`src/rtl/ps2_keymatrix.sv`:
```
// PS/2 scancode to CHIP-8 16-key matrix decoder with an optional press/release event FIFO.
// Define PS2_KEYMATRIX_EVENT_FIFO_EN to build the event FIFO; otherwise the evt_* outputs are tied to 0.
module ps2_keymatrix #(
    parameter int LAYOUT      = 0,
    parameter int SYNC_STAGES = 2,
    parameter int FIFO_DEPTH  = 4
) (
    input  logic        clk,
    input  logic        res,
    input  logic        kbd_ready,
    input  logic [7:0]  kbd_data,
    output logic [15:0] key_matrix,
    output logic        key_any,
    output logic        evt_valid,
    output logic [3:0]  evt_key,
    output logic        evt_down,
    input  logic        evt_pop,
    input  logic        evt_clear,
    output logic        evt_overflow
);

    typedef enum logic [1:0] {
        ST_IDLE,
        ST_BRK,
        ST_EXT,
        ST_EXT_BRK
    } state_t;

    localparam logic [7:0] CODE_BRK = 8'hF0;
    localparam logic [7:0] CODE_EXT = 8'hE0;
    localparam logic [7:0] CODE_BAT = 8'hAA;

    logic [SYNC_STAGES-1:0] sync_q;
    logic                   last_q;
    logic                   byte_stb;
    logic [7:0]             byte_q;
    logic                   ready_rise;
    logic                   byte_accept;

    assign ready_rise = sync_q[SYNC_STAGES-1] & ~last_q;

    always_ff @(posedge clk or posedge res) begin
        if (res) begin
            sync_q   <= '0;
            last_q   <= 1'b0;
            byte_stb <= 1'b0;
            byte_q   <= '0;
        end else begin
            sync_q   <= {sync_q[SYNC_STAGES-2:0], kbd_ready};
            last_q   <= sync_q[SYNC_STAGES-1];
            byte_stb <= ready_rise;
            if (ready_rise) begin
                byte_q <= kbd_data;
            end
        end
    end

    // A strobe is only decoded if kbd_ready was still high one sample later,
    // so pulses shorter than SYNC_STAGES+1 cycles are rejected.
    assign byte_accept = byte_stb & sync_q[0];

    // Returns {mapped, key}.
    function automatic logic [4:0] map_code(input logic [7:0] code);
        logic [4:0] r;
        r = '0;
        if (LAYOUT == 0) begin
            case (code)
                8'h16: r = {1'b1, 4'h1};
                8'h1E: r = {1'b1, 4'h2};
                8'h26: r = {1'b1, 4'h3};
                8'h25: r = {1'b1, 4'hC};
                8'h15: r = {1'b1, 4'h4};
                8'h1D: r = {1'b1, 4'h5};
                8'h24: r = {1'b1, 4'h6};
                8'h2D: r = {1'b1, 4'hD};
                8'h1C: r = {1'b1, 4'h7};
                8'h1B: r = {1'b1, 4'h8};
                8'h23: r = {1'b1, 4'h9};
                8'h2B: r = {1'b1, 4'hE};
                8'h1A: r = {1'b1, 4'hA};
                8'h22: r = {1'b1, 4'h0};
                8'h21: r = {1'b1, 4'hB};
                8'h2A: r = {1'b1, 4'hF};
                default: r = '0;
            endcase
        end else begin
            case (code)
                8'h45: r = {1'b1, 4'h0};
                8'h16: r = {1'b1, 4'h1};
                8'h1E: r = {1'b1, 4'h2};
                8'h26: r = {1'b1, 4'h3};
                8'h25: r = {1'b1, 4'h4};
                8'h2E: r = {1'b1, 4'h5};
                8'h36: r = {1'b1, 4'h6};
                8'h3D: r = {1'b1, 4'h7};
                8'h3E: r = {1'b1, 4'h8};
                8'h46: r = {1'b1, 4'h9};
                8'h1C: r = {1'b1, 4'hA};
                8'h32: r = {1'b1, 4'hB};
                8'h21: r = {1'b1, 4'hC};
                8'h23: r = {1'b1, 4'hD};
                8'h24: r = {1'b1, 4'hE};
                8'h2B: r = {1'b1, 4'hF};
                default: r = '0;
            endcase
        end
        return r;
    endfunction

    state_t state;
    state_t state_next;
    logic   do_make;
    logic   do_break;
    logic   do_bat;

    always_ff @(posedge clk or posedge res) begin
        if (res) begin
            state <= ST_IDLE;
        end else begin
            state <= state_next;
        end
    end

    // NOTE: every combinational output gets a default first so no latch is inferred.
    always_comb begin
        state_next = state;
        if (byte_accept) begin
            unique case (state)
                ST_IDLE: begin
                    if (byte_q == CODE_BRK)      state_next = ST_BRK;
                    else if (byte_q == CODE_EXT) state_next = ST_EXT;
                    else                         state_next = ST_IDLE;
                end
                ST_BRK:     state_next = ST_IDLE;
                ST_EXT:     state_next = (byte_q == CODE_BRK) ? ST_EXT_BRK : ST_IDLE;
                ST_EXT_BRK: state_next = ST_IDLE;
            endcase
        end
    end

    always_comb begin
        do_make  = 1'b0;
        do_break = 1'b0;
        do_bat   = 1'b0;
        if (byte_accept) begin
            case (state)
                ST_IDLE: begin
                    if (byte_q == CODE_BAT) begin
                        do_bat = 1'b1;
                    end else if (byte_q != CODE_BRK && byte_q != CODE_EXT) begin
                        do_make = 1'b1;
                    end
                end
                ST_BRK:  do_break = 1'b1;
                default: ;
            endcase
        end
    end

    logic [4:0] code_map;
    logic       hit_mapped;
    logic [3:0] hit_key;
    logic       push_req;

    assign code_map   = map_code(byte_q);
    assign hit_mapped = code_map[4];
    assign hit_key    = code_map[3:0];
    // Typematic repeats and breaks of released keys change nothing and emit nothing.
    assign push_req   = hit_mapped & ((do_make & ~key_matrix[hit_key]) |
                                      (do_break & key_matrix[hit_key]));

    always_ff @(posedge clk or posedge res) begin
        if (res) begin
            key_matrix <= '0;
        end else if (do_bat) begin
            key_matrix <= '0;
        end else if (push_req) begin
            key_matrix[hit_key] <= do_make;
        end
    end

    assign key_any = |key_matrix;

`ifdef PS2_KEYMATRIX_EVENT_FIFO_EN
    localparam int AW = $clog2(FIFO_DEPTH);
    localparam logic [AW:0] PTR_ONE = {{AW{1'b0}}, 1'b1};

    logic [4:0]  mem [FIFO_DEPTH];
    logic [AW:0] wr_ptr;
    logic [AW:0] rd_ptr;
    logic        fifo_empty;
    logic        fifo_full;
    logic        pop_take;
    logic        push_take;

    assign fifo_empty = (wr_ptr == rd_ptr);
    assign fifo_full  = (wr_ptr[AW] != rd_ptr[AW]) && (wr_ptr[AW-1:0] == rd_ptr[AW-1:0]);
    assign pop_take   = evt_pop & ~fifo_empty;
    assign push_take  = push_req & (~fifo_full | pop_take);

    // NOTE: the event memory is reset so evt_key/evt_down read 0 out of reset.
    always_ff @(posedge clk or posedge res) begin
        if (res) begin
            for (int i = 0; i < FIFO_DEPTH; i++) begin
                mem[i] <= '0;
            end
            wr_ptr       <= '0;
            rd_ptr       <= '0;
            evt_overflow <= 1'b0;
        end else if (evt_clear) begin
            wr_ptr       <= '0;
            rd_ptr       <= '0;
            evt_overflow <= 1'b0;
        end else begin
            if (pop_take) begin
                rd_ptr <= rd_ptr + PTR_ONE;
            end
            if (push_take) begin
                mem[wr_ptr[AW-1:0]] <= {hit_key, do_make};
                wr_ptr              <= wr_ptr + PTR_ONE;
            end else if (push_req) begin
                evt_overflow <= 1'b1;
            end
        end
    end

    assign evt_valid = ~fifo_empty;
    assign evt_key   = mem[rd_ptr[AW-1:0]][4:1];
    assign evt_down  = mem[rd_ptr[AW-1:0]][0];
`else
    logic fifo_unused;
    assign fifo_unused  = ^{evt_pop, evt_clear};
    assign evt_valid    = 1'b0;
    assign evt_key      = '0;
    assign evt_down     = 1'b0;
    assign evt_overflow = 1'b0;
`endif

endmodule

```
`config.mk`:
```
export PLATFORM = sky130hd
export DESIGN_NAME = ps2_keymatrix
export DESIGN_NICKNAME = d
export VERILOG_FILES = /design/src/rtl/ps2_keymatrix.sv
export SDC_FILE = /design/constraint.sdc
export NUM_CORES = 1
export LEC_CHECK = 0
export BUFFER_PORTS_ARGS = -buffer_cell sky130_fd_sc_hd__clkbuf_2
export CAP_MARGIN = 15
export CORE_UTILIZATION = 56
export DETAILED_ROUTE_END_ITERATION = 7
export GPL_ROUTABILITY_DRIVEN = 1
export GPL_TIMING_DRIVEN = 0
export PLACE_DENSITY = 0.8
export SLEW_MARGIN = 40
export SYNTH_ARGS = -nofsm -noshare
export SYNTH_HDL_FRONTEND = slang
export SYNTH_SLANG_ARGS = --single-unit
export TNS_END_PERCENT = 5
```
`constraint.sdc`:
```
create_clock -name clk -period 3.45 [get_ports clk]
set_input_delay 0.5175 -clock clk [delete_from_list [all_inputs] [get_ports clk]]
set_output_delay 0.5175 -clock clk [all_outputs]
set_load 0.02 [all_outputs]
```
; ---- Word level (Yosys, flattened, before mapping)
; Memory sizes are Yosys's and may differ from the RTL's.
; Index checks and enable logic that the tools add are counted.
[totals]
regBits = 30
mem_bits_ro = 320
mem_count = 1
output_inout_bits = 24
word_cells = 53
[classes]
order_cmp = 2
n_eq_ne = 8
reduce_logical = 7
bitwise = 8
muxes = 21
[memory_table]
columns = name, depth, word_bits, rd, rd_ports_with_merged_regs, write_ports, line
row1 = (name not given), 64, 5, 1, 0, 0, 67  ; case (code)
[op_table]
columns = operator, count
row1 = $mux W16, 2
row2 = $eq A8 B8 Y1 const B, 3
row3 = $bwmux W16, 1
row4 = $ne A8 B8 Y1 const B, 2
row5 = $reduce_or A16 Y1, 1
row6 = $mux W1, 11
row7 = $mux W2, 3
row8 = $pmux W2 S3, 1
row9 = $and A1 B1 Y1, 5
row10 = $lt A4 B5 Y1 const B, 1
row11 = $mux W5, 1
row12 = $bmux W1 S4, 1
row13 = $demux W1 S4, 1
row14 = $eq A2 B2 Y1 const B, 2
row15 = $ge A4 B1 Y1 const B, 1
row16 = $logic_not A2 Y1, 2
row17 = $eq A2 B1 Y1 const B, 1
row18 = $logic_and A1 B1 Y1, 2
row19 = $not A1 Y1, 2
row20 = $reduce_bool A2 Y1, 1
row21 = $reduce_or A2 Y1, 1
row22 = $or A1 B1 Y1, 1

; ---- Depth between registers and ports, before layout
[depth]
word_depth = 11
mapped_depth = 12

; ---- Worst setup path after synthesis
; Ideal clock, no wire load.
[synth_path]
kind = register to register
from = register byte_q[0]
to = register key_matrix[5]
setup_slack_ps = 367
synth_period_minus_slack_ps = 3083
setup_time_ps = 80
path_buffers = 1
stages_incl_launch_ff = 13
t_required_ps = 3370
arrival_ps = 3003
cell_sequence = dfrtp_1 -> inv_1 -> ha_1 -> nor2b_1 -> o21bai_1 -> nand3_2 -> mux2i_1 -> o2111a_1 -> nor4_2 -> mux2_4 -> buf_6 -> nor3_1 -> mux2i_1
[synth_via]
elab_chain_len = 10
elab_cells_between_ends = 29
[synth_lines]
columns = element, line
row1 = from (decl), 36  ; logic [7:0] byte_q;
row2 = from (signal assigned), 53  ; byte_q <= kbd_data;
row3 = branches (longest 10 deep; another with $mem_v2 Z64 W5), --
row4 = "to (signal, indexed assignment)", 178  ; key_matrix[hit_key] <= do_make;
row5 = to (decl), 12  ; output logic [15:0] key_matrix,
; Several ways; the timed one is not identified. The select of a mux whose other input is x is not followed.
; A chain may end at the register's enable or synchronous reset.

; ---- Worst setup path in the final report
[layout_path]
from = register byte_q[1]
to = register key_matrix[6]
; Same word-level chain as after synthesis.

==> impl_metrics.yaml <==
floorplan:
  fp.dieArea_um2: 3996
  initial_core_util: 0.6050
  fp.dieW_um: 63.21
  ios: 37
  core_area_um2: 3468
  die_h_um: 63.21
  rows: 21
pwr:
  p_int_uw: 694.7
  power_frac_seq: 0.386
  power_density_nw_per_um2: 411.6
  netSwitchingFraction: 0.3142
  leakage_uw: 0.001021
  clock_power_share: 0.339
  p_sw_uw: 318.3
  power_frac_comb: 0.275
  peakVddDrop_uv: 276.1
global_route:
  grtUsageTotal: 0.2668
  grt_max_degree: 31
  grt_pass1_vias: 1735
  antenna_found_initial: 0
  grt_overflow_total: 0
  grt_pass1_wl_mm: 8.231
synth:
  synth_area_um2: 2098
  yosys_most_used_dff: "dfrtp_1"
  yosys.area.top_type_share: 0.3578
  synth_cells: 223
  synth-seq-area-share: 0.3578
  yosysTopAreaCell: "dfrtp_1"
  synth_edf_count: 0
  post_synth_num_cell_types: 59
  synth-async-reset-ratio: 1.000
  synth.ff_latch_count: 30
  syn_avg_cell_area_um2: 9.409
  yosys.cell_count.top_type: "nand2_1"
  ys_warn_count: 0
  yosys-top-cells-area: "dfrtp_1, mux2i_1, nand2_1"
  synth_common_cells: "nand2_1, dfrtp_1, mux2i_1, nor3_1, nor2_1"
sta:
  fmax_mhz: 302.4
  worst_pin_slew_ns: 0.5967
  slew_headroom: 0.6016
  hold_violations: 0
  setup_viol: 0
  rsz0062_at_grt: "no"
  fin_ws_ns: 0.1427
  slew_violations: 0
  fin_crit_sh: 0.9586
  finClkSkew_ns: 0.008841
  setup_tns_ns: 0
  fin_crit_ns: 3.307
clock_network:
  clock_path_buffers: 2
  cts_tree: "built"
  clock_sinks: 30
  numCtsBuffers: 5
  holdBufCountCts: 0
  clk_latency_ns: 0.28
  htree_levels: 2
  postCtsSetupRepairBufs: 0
  cts-root-buf: "clkbuf_8"
  clk_pin_slew_ns: 0.07
place:
  pre_cts_ws_ns: -0.07637
  place.gp.congestion: 0.9114
  dpl.hpwl_mm: 3.499
  io_buffers: 27
drt:
  drc: 0
  wire_per_inst_um: 15.26
  vias: 1862
  drtIter0Drc: 164
  drt_pass1_iterations: 4
  antenna_left: 0
  wl_mm: 4.730
  vias_per_cell: 6.006
job:
  maxCapViolCount: 0
layout:
  diodes: 0
  fin_nets: 280
  final_core_util: 0.7096
  drive_above_1_share: 0.3144
  area_growth_pct: 17.29
worst_setup_path:
  critPathLaunchType: "flip-flop"
  reg2reg_depth: 12
  worstSetupEndpointType: "flip-flop"
  r2r-start: "byte_q[1]$_DFFE_PP0P_"
  worstReg2RegEnd: "key_matrix[6]$_DFFE_PP0P_"
  r2r_slack_ns: 0.14
  cp.required_ns: 3.65
  worst-path-max-fanout: 10
  crit_arrival_ns: 3.50
  critical_path_class: "flip-flop to flip-flop"
status:
  run_status: "finished, final reports clean"
hold_path:
  min_path_type: "primary input to asynchronous set/reset pin"
registers in the layout (all words and copies together), names as in the netlist:
| register | cells |
|---|---|
| byte_q | 8 |
| key_matrix | 16 |
| state | 2 |
| sync_q | 2 |
| byte_stb | 1 |
| last_q | 1 |
power groups by stage:
stage               sequential [µW]  combinational [µW]  clock, µW
finish                          391                 279        343
global route                    395                 307        369
CTS                             390                 268        350
detailed placement              397                 265          0
global placement                397                 261          0
floorplan                       392                 213          0
timing repair:
action | 4_1_cts | 5_1_grt
setup endpoints to repair | 4 | 13
resized for setup | 2 | 9
pin swaps | 0 | 0
logic make-up after synthesis:
logic type / after synthesis / synth area share
adder cells (fa/ha/maj): 4 / 0.02385
multiplexers: 26 / 0.1360
buffers and inverters: 21 / 0.05665
other: 1 / 0.001787
AO/OA/AOI/OAI: 37 / 0.1372
flip-flops: 30 / 0.3578
AND/OR/NAND/NOR: 103 / 0.2826
XOR/XNOR: 1 / 0.004175
final cells by class:
type                       count  area, µm²
fill                         277       1007
buffer                        17      103.9
clock buffer                   5      68.82
timing repair buffer          27      135.1
multi-input combinational    178       1287
clock inverter                 3      40.04
sequential                    30      753.2
inverter                       4      15.01
tap                           46      57.56
layout by cell type (no fill, tap or decap), types with 3 or more instances in the layout:
cell type   n
a21oi_1     5
a31oi_1     3
buf_4       8
clkbuf_1    5
clkbuf_2   27
clkbuf_8    5
conb_1      7
dfrtp_1    28
ha_1        4
inv_1       3
mux2_2      6
mux2i_1    18
nand2_1    31
nand2b_1    3
nand3_1     7
nand4_1     3
nor2_1      9
nor2b_1     7
nor3_1      8
nor3_2     10
nor3b_1     4
nor4_1      5
o21ai_0     8
critical path, cell delays in order (launching register included):
cell and delay, ns:
dfrtp_2 0.45, inv_1 0.13, ha_1 0.25, nand3b_1 0.15, a21boi_1 0.28, o221a_2 0.34, o211ai_1 0.11, o2111a_1 0.14
nor4_2 0.33, mux2_4 0.39, buf_6 0.17, nor3_2 0.25, mux2i_1 0.22
how the worst max path moves through the flow:
stage                                from                         to  slack, ns  depth (start not counted)
floorplan           byte_q[0]$_DFFE_PP0P_  key_matrix[5]$_DFFE_PP0P_       0.37                         12
global placement    byte_q[0]$_DFFE_PP0P_  key_matrix[9]$_DFFE_PP0P_      -0.05                         12
detailed placement  byte_q[0]$_DFFE_PP0P_  key_matrix[9]$_DFFE_PP0P_      -0.08                         12
CTS                 byte_q[1]$_DFFE_PP0P_  key_matrix[9]$_DFFE_PP0P_       0.04                         12
global route        byte_q[1]$_DFFE_PP0P_  key_matrix[6]$_DFFE_PP0P_       0.02                         12
finish              byte_q[1]$_DFFE_PP0P_  key_matrix[6]$_DFFE_PP0P_       0.14                         12
metal layers:
layer	GRT usage	up-vias	wire length [µm]
met4	0.07670	0	75
met5	0	-	0
met1	0.3860	879	2109
met3	0.07428	9	409
li1	-	894	-
met2	0.3884	80	2135
stage by stage:
step / std cells / hold slack (ns) / power [µW] / instance area (µm²)
2_1_floorplan: 229 / 0.3465 / 605.1 / 2121
3_3_place_gp: 302 / 0.3570 / 658.0 / 2313
3_5_place_dp: 302 / 0.3622 / 661.6 / 2313
4_1_cts: 310 / 0.3020 / 1008 / 2427
5_1_grt: 310 / 0.3271 / 1071 / 2461
6_report: 310 / 0.2818 / 1013 / 2461
Power figures use the tool's default switching activity.
